File: src/rtl/alu_arb_pkg.sv
// Shared types and constants for the two-requester ALU arbiter.
package alu_arb_pkg;

  typedef enum logic [1:0] {
    ST_IDLE  = 2'd0,
    ST_ISSUE = 2'd1,
    ST_WAIT  = 2'd2,
    ST_RESP  = 2'd3
  } arb_state_e;

  typedef logic grant_t;

  localparam int TIMEOUT_CYCLES_DEF = 64;

endpackage

File: src/rtl/alu_arb_watchdog.sv
// WAIT-state cycle counter; flags expiry in the TIMEOUT_CYCLES-th WAIT cycle.
module alu_arb_watchdog
  import alu_arb_pkg::*;
#(
  parameter int TIMEOUT_CYCLES = TIMEOUT_CYCLES_DEF
) (
  input  logic clk,
  input  logic rst_n,
  input  logic clear_i,
  input  logic count_en_i,
  output logic expired_o
);

  localparam int CW = $clog2(TIMEOUT_CYCLES + 1);

  logic [CW-1:0] cnt_q;
  logic [CW-1:0] cnt_d;

  // Counter reads 0 in the first WAIT cycle, so expiry lands on count TIMEOUT_CYCLES-1.
  assign expired_o = count_en_i && (cnt_q == CW'(TIMEOUT_CYCLES - 1));

  always_comb begin
    cnt_d = cnt_q;
    if (clear_i) begin
      cnt_d = '0;
    end else if (count_en_i && !expired_o) begin
      cnt_d = cnt_q + 1'b1;
    end
  end

  always_ff @(posedge clk or negedge rst_n) begin
    if (!rst_n) begin
      cnt_q <= '0;
    end else begin
      cnt_q <= cnt_d;
    end
  end

endmodule

File: src/rtl/alu_arbiter.sv
// Round-robin arbiter sharing one multi-cycle ALU between two requesters.
// Optional WAIT timeout is enabled by defining ALU_ARB_TIMEOUT_EN.
module alu_arbiter
  import alu_arb_pkg::*;
#(
  parameter int DATA_W         = 32,
  parameter int TIMEOUT_CYCLES = TIMEOUT_CYCLES_DEF
) (
  input  logic                clk,
  input  logic                rst_n,
  input  logic [1:0]          req_valid,
  output logic [1:0]          req_ready,
  input  logic [2*DATA_W-1:0] req_a,
  input  logic [2*DATA_W-1:0] req_b,
  output logic [1:0]          rsp_valid,
  input  logic [1:0]          rsp_ready,
  output logic [DATA_W-1:0]   rsp_data,
  output logic                rsp_err,
  output logic [DATA_W-1:0]   alu_a,
  output logic [DATA_W-1:0]   alu_b,
  output logic                alu_in_valid,
  input  logic [DATA_W-1:0]   alu_out,
  input  logic                alu_out_valid,
  output arb_state_e          dbg_state
);

  // Handshakes: a transfer happens in any cycle where valid and ready of the
  // same bit are both 1; valid never waits on ready, ready may depend on valid.

  arb_state_e          state_q;
  grant_t              grant_q;
  grant_t              last_q;
  grant_t              pick;
  logic [DATA_W-1:0]   a_q;
  logic [DATA_W-1:0]   b_q;
  logic [DATA_W-1:0]   data_q;
  logic [1:0]          rsp_valid_q;
  logic                alu_in_valid_q;

  // Tie goes to whoever was not served last; a lone requester always wins.
  always_comb begin
    pick      = req_valid[1];
    req_ready = 2'b00;
    if (req_valid == 2'b11) begin
      pick = ~last_q;
    end
    if (rst_n && (state_q == ST_IDLE) && (req_valid != 2'b00)) begin
      req_ready = pick ? 2'b10 : 2'b01;
    end
  end

`ifdef ALU_ARB_TIMEOUT_EN
  logic wd_expired;
  logic err_q;

  alu_arb_watchdog #(
    .TIMEOUT_CYCLES(TIMEOUT_CYCLES)
  ) u_watchdog (
    .clk       (clk),
    .rst_n     (rst_n),
    .clear_i   (state_q == ST_ISSUE),
    .count_en_i(state_q == ST_WAIT),
    .expired_o (wd_expired)
  );

  assign rsp_err = err_q;
`else
  logic [31:0] unused_timeout;
  assign unused_timeout = 32'(TIMEOUT_CYCLES);
  assign rsp_err        = 1'b0;
`endif

  always_ff @(posedge clk or negedge rst_n) begin
    if (!rst_n) begin
      state_q        <= ST_IDLE;
      grant_q        <= 1'b0;
      last_q         <= 1'b1;
      a_q            <= '0;
      b_q            <= '0;
      data_q         <= '0;
      rsp_valid_q    <= 2'b00;
      alu_in_valid_q <= 1'b0;
`ifdef ALU_ARB_TIMEOUT_EN
      err_q          <= 1'b0;
`endif
    end else begin
      case (state_q)
        ST_IDLE: begin
          if (req_valid != 2'b00) begin
            grant_q        <= pick;
            a_q            <= pick ? req_a[2*DATA_W-1:DATA_W] : req_a[DATA_W-1:0];
            b_q            <= pick ? req_b[2*DATA_W-1:DATA_W] : req_b[DATA_W-1:0];
            alu_in_valid_q <= 1'b1;
            state_q        <= ST_ISSUE;
          end
        end
        ST_ISSUE: begin
          alu_in_valid_q <= 1'b0;
          state_q        <= ST_WAIT;
        end
        ST_WAIT: begin
          // A real result beats a timeout expiring in the same cycle.
          if (alu_out_valid) begin
            data_q      <= alu_out;
            rsp_valid_q <= grant_q ? 2'b10 : 2'b01;
            state_q     <= ST_RESP;
`ifdef ALU_ARB_TIMEOUT_EN
            err_q       <= 1'b0;
          end else if (wd_expired) begin
            data_q      <= '0;
            err_q       <= 1'b1;
            rsp_valid_q <= grant_q ? 2'b10 : 2'b01;
            state_q     <= ST_RESP;
`endif
          end
        end
        ST_RESP: begin
          if (rsp_ready[grant_q]) begin
            last_q      <= grant_q;
            a_q         <= '0;
            b_q         <= '0;
            data_q      <= '0;
            rsp_valid_q <= 2'b00;
            state_q     <= ST_IDLE;
`ifdef ALU_ARB_TIMEOUT_EN
            err_q       <= 1'b0;
`endif
          end
        end
        default: state_q <= ST_IDLE;
      endcase
    end
  end

  assign rsp_valid    = rsp_valid_q;
  assign rsp_data     = data_q;
  assign alu_a        = a_q;
  assign alu_b        = b_q;
  assign alu_in_valid = alu_in_valid_q;
  assign dbg_state    = state_q;

endmodule
File: config.mk
export PLATFORM = sky130hd
export DESIGN_NAME = alu_arbiter
export DESIGN_NICKNAME = d
export VERILOG_FILES = /design/src/rtl/alu_arb_pkg.sv /design/src/rtl/alu_arb_watchdog.sv /design/src/rtl/alu_arbiter.sv
export SDC_FILE = /design/constraint.sdc
export NUM_CORES = 1
export LEC_CHECK = 0
export CORE_ASPECT_RATIO = 0.6
export CORE_MARGIN = 1
export CORE_UTILIZATION = 36
export CTS_BUF_LIST = sky130_fd_sc_hd__clkbuf_4 sky130_fd_sc_hd__clkbuf_8
export CTS_CLUSTER_SIZE = 16
export DETAILED_ROUTE_END_ITERATION = 8
export GPL_TIMING_DRIVEN = 1
export PLACE_DENSITY = 0.89
export RECOVER_POWER = 50
export SLEW_MARGIN = 10
export SYNTH_ARGS = -nofsm -noshare
export SYNTH_HDL_FRONTEND = slang
export SYNTH_SLANG_ARGS = --single-unit
File: constraint.sdc
create_clock -name clk -period 1.8 [get_ports clk]
set_input_delay 0.36 -clock clk [delete_from_list [all_inputs] [get_ports clk]]
set_output_delay 0.36 -clock clk [all_outputs]
set_load 0.01 [all_outputs]
==> results of run 1 <==
registers in the layout, summed over array words and instances, names as in the netlist:
signal        flops
alu_b            32
rsp_valid         2
last_q            1
rsp_data         32
grant_q           1
dbg_state         2
alu_in_valid      1
alu_a            32
area by class of cell:
| cell class | count | share of cell area |
|---|---|---|
| timing repair buffer | 305 | 0.368 |
| tap | 170 | 0.0255 |
| clock buffer | 10 | 0.0158 |
| sequential | 103 | 0.309 |
| inverter | 4 | 0.00180 |
| multi-input combinational | 226 | 0.269 |
| clock inverter | 6 | 0.0108 |
critical path, stage by stage (launching register included):
cell       delay [ns]
dfrtp_1          0.39
inv_2            0.07
buf_4            0.14
ha_4             0.17
mux2i_4          0.19
a21oi_4          0.16
buf_6            0.15
clkbuf_16        0.15
mux2_2           0.32
power by group:
| group | switching, W | internal, W | total [W] |
|---|---|---|---|
| clock network | 0.000801 | 0.000808 | 0.00161 |
| registers | 0.000693 | 0.00349 | 0.00418 |
| logic | 0.00359 | 0.00476 | 0.00835 |
worst min path at each step:
stage	cells after the start	endpoint	from
floorplan	0	alu_a[0]	rst_n
global placement	1	grant_q	rst_n
detailed placement	1	grant_q	rst_n
CTS	2	rsp_data[19]	rst_n
global route	1	alu_a[30]	alu_a[30]
finish	2	rsp_valid[1]	rst_n
metrics by stage:
stage | TNS, ns | util | power (W)
6_report | -0.194 | 0.635 | 0.0141
3_3_place_gp | -18.02 | 0.598 | 0.0113
2_1_floorplan | 0 | - | 0.00825
5_1_grt | -3.44 | 0.635 | 0.0150
3_5_place_dp | -22.99 | 0.598 | 0.0117
4_1_cts | -0.440 | 0.631 | 0.0141
cell usage in the layout, fill, tap and decap left out, types with 3 or more instances in the layout:
cell,count
a21oi_1,4
and2b_1,4
buf_12,5
buf_4,21
buf_6,3
clkbuf_2,3
clkbuf_8,9
clkdlybuf4s50_1,264
dfrtp_1,102
ha_4,3
mux2_1,11
mux2_2,16
mux2_4,8
mux2i_1,64
nor2_1,4
nor2b_1,29
o2bb2ai_1,49
o2bb2ai_2,15
cells by family after synthesis:
family,count (synthesis)
DFF,103
muxes,101
AOI/OAI and AO/OA,75
and+or+nand+nor,45
buffers and inverters,33
adders and majority gates,4
other,1
repair_timing:
action / 4_1_cts / 5_1_grt
setup endpoints to repair: 102 / 101
buffers inserted: 7 / 3
pin swaps: 1 / 1
hold buffers: 1 / 0
gates resized for setup: 26 / 15
gates cloned: 2 / 1
endpoints found under the hold margin: 1 / 0
layer usage:
metal / GRT usage / vias up / wire, µm
met3: 0.0627 / 20 / 999
met4: 0.0533 / 0 / 215
met5: 0 / - / 0
met1: 0.251 / 2034 / 6220
li1: - / 1902 / -
met2: 0.378 / 162 / 7540
==> results_dict.tcl, run 1 <==
set metrics [dict create \
    rsz0062_at_grt "true" \
    grt-ovfl-total 0 \
    hold_viol 0 \
    root_buffer "clkbuf_8" \
    grt_max_degree 63 \
    yosysWarnings 0 \
    clk_latency_ns 0.35 \
    r2r_cells 8 \
    drt-pass1-iter-count 4 \
    cts_tree "built" \
    dp.cells 796 \
    ys_ff_latch 103 \
    fin_nets 820 \
    place.gp.congestion 0.743 \
    dpl-instance-area_um2 7860 \
    crit_type "flip-flop to flip-flop" \
    cp.arrival_ns 2.09 \
    slew_headroom 0.0823 \
    crit_fanout 6 \
    fp.dieW_um 153 \
    drt-total-wl_mm 15.0 \
    start_kind "flip-flop" \
    ios 271 \
    synth_most_common_cell "dfrtp_1" \
    std_cell_rows 32 \
    antenna_cells 0 \
    r2r_end "rsp_data[13]" \
    die_area_um2 14200 \
    netlist_area_um2 4950 \
    dp_hpwl_mm 10.9 \
    clock_sinks 103 \
    final-setup-viol-count 12 \
    drt_iter0_drc 86 \
    multiInputGateArea_um2 2240 \
    seq_area_frac_synth 0.521 \
    initial_core_util 0.377 \
    vias_per_cell 5.00 \
    portBuffers 269 \
    power.leakage_nw 3.54 \
    drtAntennaViolNets 0 \
    gr-usage-all-layers 0.212 \
    numCtsBuffers 9 \
    grt_pass1_vias 4479 \
    cap_violations 0 \
    end_kind "flip-flop" \
    core_um2 13100 \
    required_ns 2.06 \
    fillers 1018 \
    die_h_um 92.9 \
    async_reset_ff_frac 1.00 \
    syn_avg_cell_area_um2 13.7 \
    synth_compound_area_frac 0.143 \
    hp-class "primary input to asynchronous set/reset pin" \
    synth_area_leaders "dfrtp_1, mux2i_1, o2bb2ai_1" \
    instances_no_fill 824 \
    ff_latch_area_um2 2580 \
    drc 0 \
    crit_start "dbg_state[0]" \
    wl_per_cell_um 18.2 \
    synth_area_leader_cell "dfrtp_1" \
    finalWorstSetupSlack_ns -0.0324 \
    layout-drive-gt1-share 0.162 \
    reg2reg_slack_ns -0.03 \
    synthSimpleGateAreaFrac 0.0561 \
    synth_top_area_frac 0.515 \
    ys.flop_type "dfrtp_1" \
    grt_pass1_wl_mm 23.5 \
    synthTopCellsByCount "dfrtp_1, mux2i_1, o2bb2ai_1, nor2b_1, mux2_2" \
    synthDistinctLibCells 33 \
    synth_fp_nets 533 \
    fin_crit_ns 1.83 \
    p_per_area_nw_per_um2 1700 \
    htree_levels 3 \
    dp_slack_ns -0.371 \
    max_freq_ghz 0.546 \
    ctsLongestPathBuffers 2 \
    synth_top_family_by_area "multiplexers" \
    ir_worst_vdd_mv 0.901 \
    slew_violations 0 \
    synthMuxAreaShare 0.214 \
    fin_area_um2 8340 \
    regToRegStartpoint "dbg_state[0]" \
    yosys.area_share.adder 0.0101 \
    antenna_found_initial 0 \
    vias 4118 \
    synth-xor-area-share 0 \
    status "complete, but fails checks" \
    clock_skew_ns 0.0141 \
    area_growth_pct 68.4 \
    synthCells 362 \
    cp-endpoint "rsp_data[13]" \
    cts.reportedPaths.clkPinSlew_ns 0.10 \
    finalCritPeriodShare 1.02 \
    violations "negative setup slack" \
    tightestPinTransition_ns 1.38 \
    synth_edf_count 0 \
    holdWs_ns 0.471 \
]
(Power assumes the default switching activity.)
==> inputs of run 2 (changes only) <==
TNS_END_PERCENT = 1   (was unset)
==> results_dict.tcl, run 2 (synthesis gave the netlist of run 1 again) <==
set metrics [dict create \
    fin_area_um2 8350 \
    clock_sinks 103 \
    cap_violations 1 \
    dpl-instance-area_um2 7860 \
    drt-pass1-iter-count 4 \
    tightestPinTransition_ns 1.54 \
    max_freq_ghz 0.535 \
    clk_latency_ns 0.35 \
    drc 0 \
    die_area_um2 14200 \
    required_ns 2.05 \
    final_cell_mix "clkdlybuf4s50_1, dfrtp_1, mux2i_1" \
    path_delay_family "buffers and inverters" \
    end_kind "flip-flop" \
    hold_viol 0 \
    ir_worst_vdd_mv 0.863 \
    final-setup-viol-count 36 \
    ios 271 \
    initial_core_util 0.377 \
    area_growth_pct 68.6 \
    fin_nets 820 \
    crit_path_cell_trace "inv_2, buf_4, ha_4, mux2i_2, a21oi_4, buf_12, clkbuf_16, mux2_2" \
    clock_skew_ns 0.0122 \
    htree_levels 3 \
    status "complete, but fails checks" \
    place.gp.congestion 0.743 \
    numCtsBuffers 9 \
    fp.dieW_um 153 \
    reg2reg_slack_ns -0.07 \
    std_cell_rows 32 \
    antenna_cells 0 \
    cts_tree "built" \
    portBuffers 269 \
    grt-ovfl-total 0 \
    power.leakage_nw 3.54 \
    finalWorstSetupSlack_ns -0.0689 \
    vias 4096 \
    cts.reportedPaths.clkPinSlew_ns 0.10 \
    drt_iter0_drc 107 \
    cp_num_buf_inv 4 \
    drtAntennaViolNets 0 \
    utilization 0.636 \
    regToRegStartpoint "dbg_state[0]" \
    core_um2 13100 \
    dp_hpwl_mm 10.9 \
    cp.arrival_ns 2.12 \
    crit_fanout 6 \
    p_total_w 0.0142 \
    final_common_cell "clkdlybuf4s50_1" \
    ctsLongestPathBuffers 2 \
    violations "max-capacitance violations, max-slew violations, negative setup slack" \
    antenna_found_initial 0 \
    grt_max_degree 63 \
    cp_slowest_cell "dfrtp_1" \
    slew_headroom -0.0270 \
    start_kind "flip-flop" \
    grt_pass1_wl_mm 23.3 \
    slew_violations 63 \
    wl_per_cell_um 18.4 \
    root_buffer "clkbuf_8" \
    hp-class "primary input to asynchronous set/reset pin" \
    die_h_um 92.9 \
    rsz0062_at_grt "true" \
    fin_crit_ns 1.87 \
    crit_type "flip-flop to flip-flop" \
    gr-usage-all-layers 0.210 \
    dp.cells 796 \
    instances_no_fill 824 \
    grt_pass1_vias 4468 \
    layout-drive-gt1-share 0.161 \
    vias_per_cell 4.97 \
    finalCritPeriodShare 1.04 \
    drt-total-wl_mm 15.1 \
    dp_slack_ns -0.371 \
    cpPeakStageDelay_ns 0.39 \
    p_per_area_nw_per_um2 1700 \
    crit_start "dbg_state[0]" \
]
==> run 2: final cells by class <==
class / instances / area (µm²)
repair buffers: 305 / 3110
clock inverters: 6 / 90.1
flip-flops and latches: 103 / 2580
clock buffers: 10 / 131
fillers: 1015 / 4780
well taps: 170 / 213
multi-input cells: 226 / 2210
inverters: 4 / 15.0
==> run 2: path summary, 6_finish.rpt <==
check,to,cells past startpoint
worst max-delay path,rsp_data[15],8
worst min-delay path,rsp_data[20],2
worst max register to register,rsp_data[15],8
worst min register to register,alu_in_valid,1
max in group asynchronous,alu_a[2],2
min in group clk,alu_in_valid,1
==> run 2: layer usage <==
| metal | routed length [µm] | track usage |
|---|---|---|
| met2 | 7540 | 0.371 |
| met1 | 6370 | 0.245 |
| met5 | 0 | 0 |
| met4 | 244 | 0.0608 |
| met3 | 983 | 0.0655 |
==> run 2: metrics by stage <==
step	TNS (ns)	hold WS (ns)
2_1_floorplan	0	0.0644
3_3_place_gp	-18.02	0.173
3_5_place_dp	-22.99	0.172
4_1_cts	-0.132	0.115
5_1_grt	-6.07	0.350
6_report	-1.47	0.301
==> run 2: repair_timing <==
item	4_1_cts	5_1_grt
setup endpoints to repair	102	101
hold buffers	1	0
gates cloned	1	4
setup buffers	2	4
resized for setup	19	15
pin swaps	1	3
endpoints found under the hold margin	1	0
==> run 2: report_power, final <==
part	total [W]	internal, W	leakage, nW	switching [W]
sequential	0.00418	0.00349	1.27	0.000694
combinational	0.00840	0.00480	2.16	0.00360
clock	0.00161	0.000808	0.111	0.000802
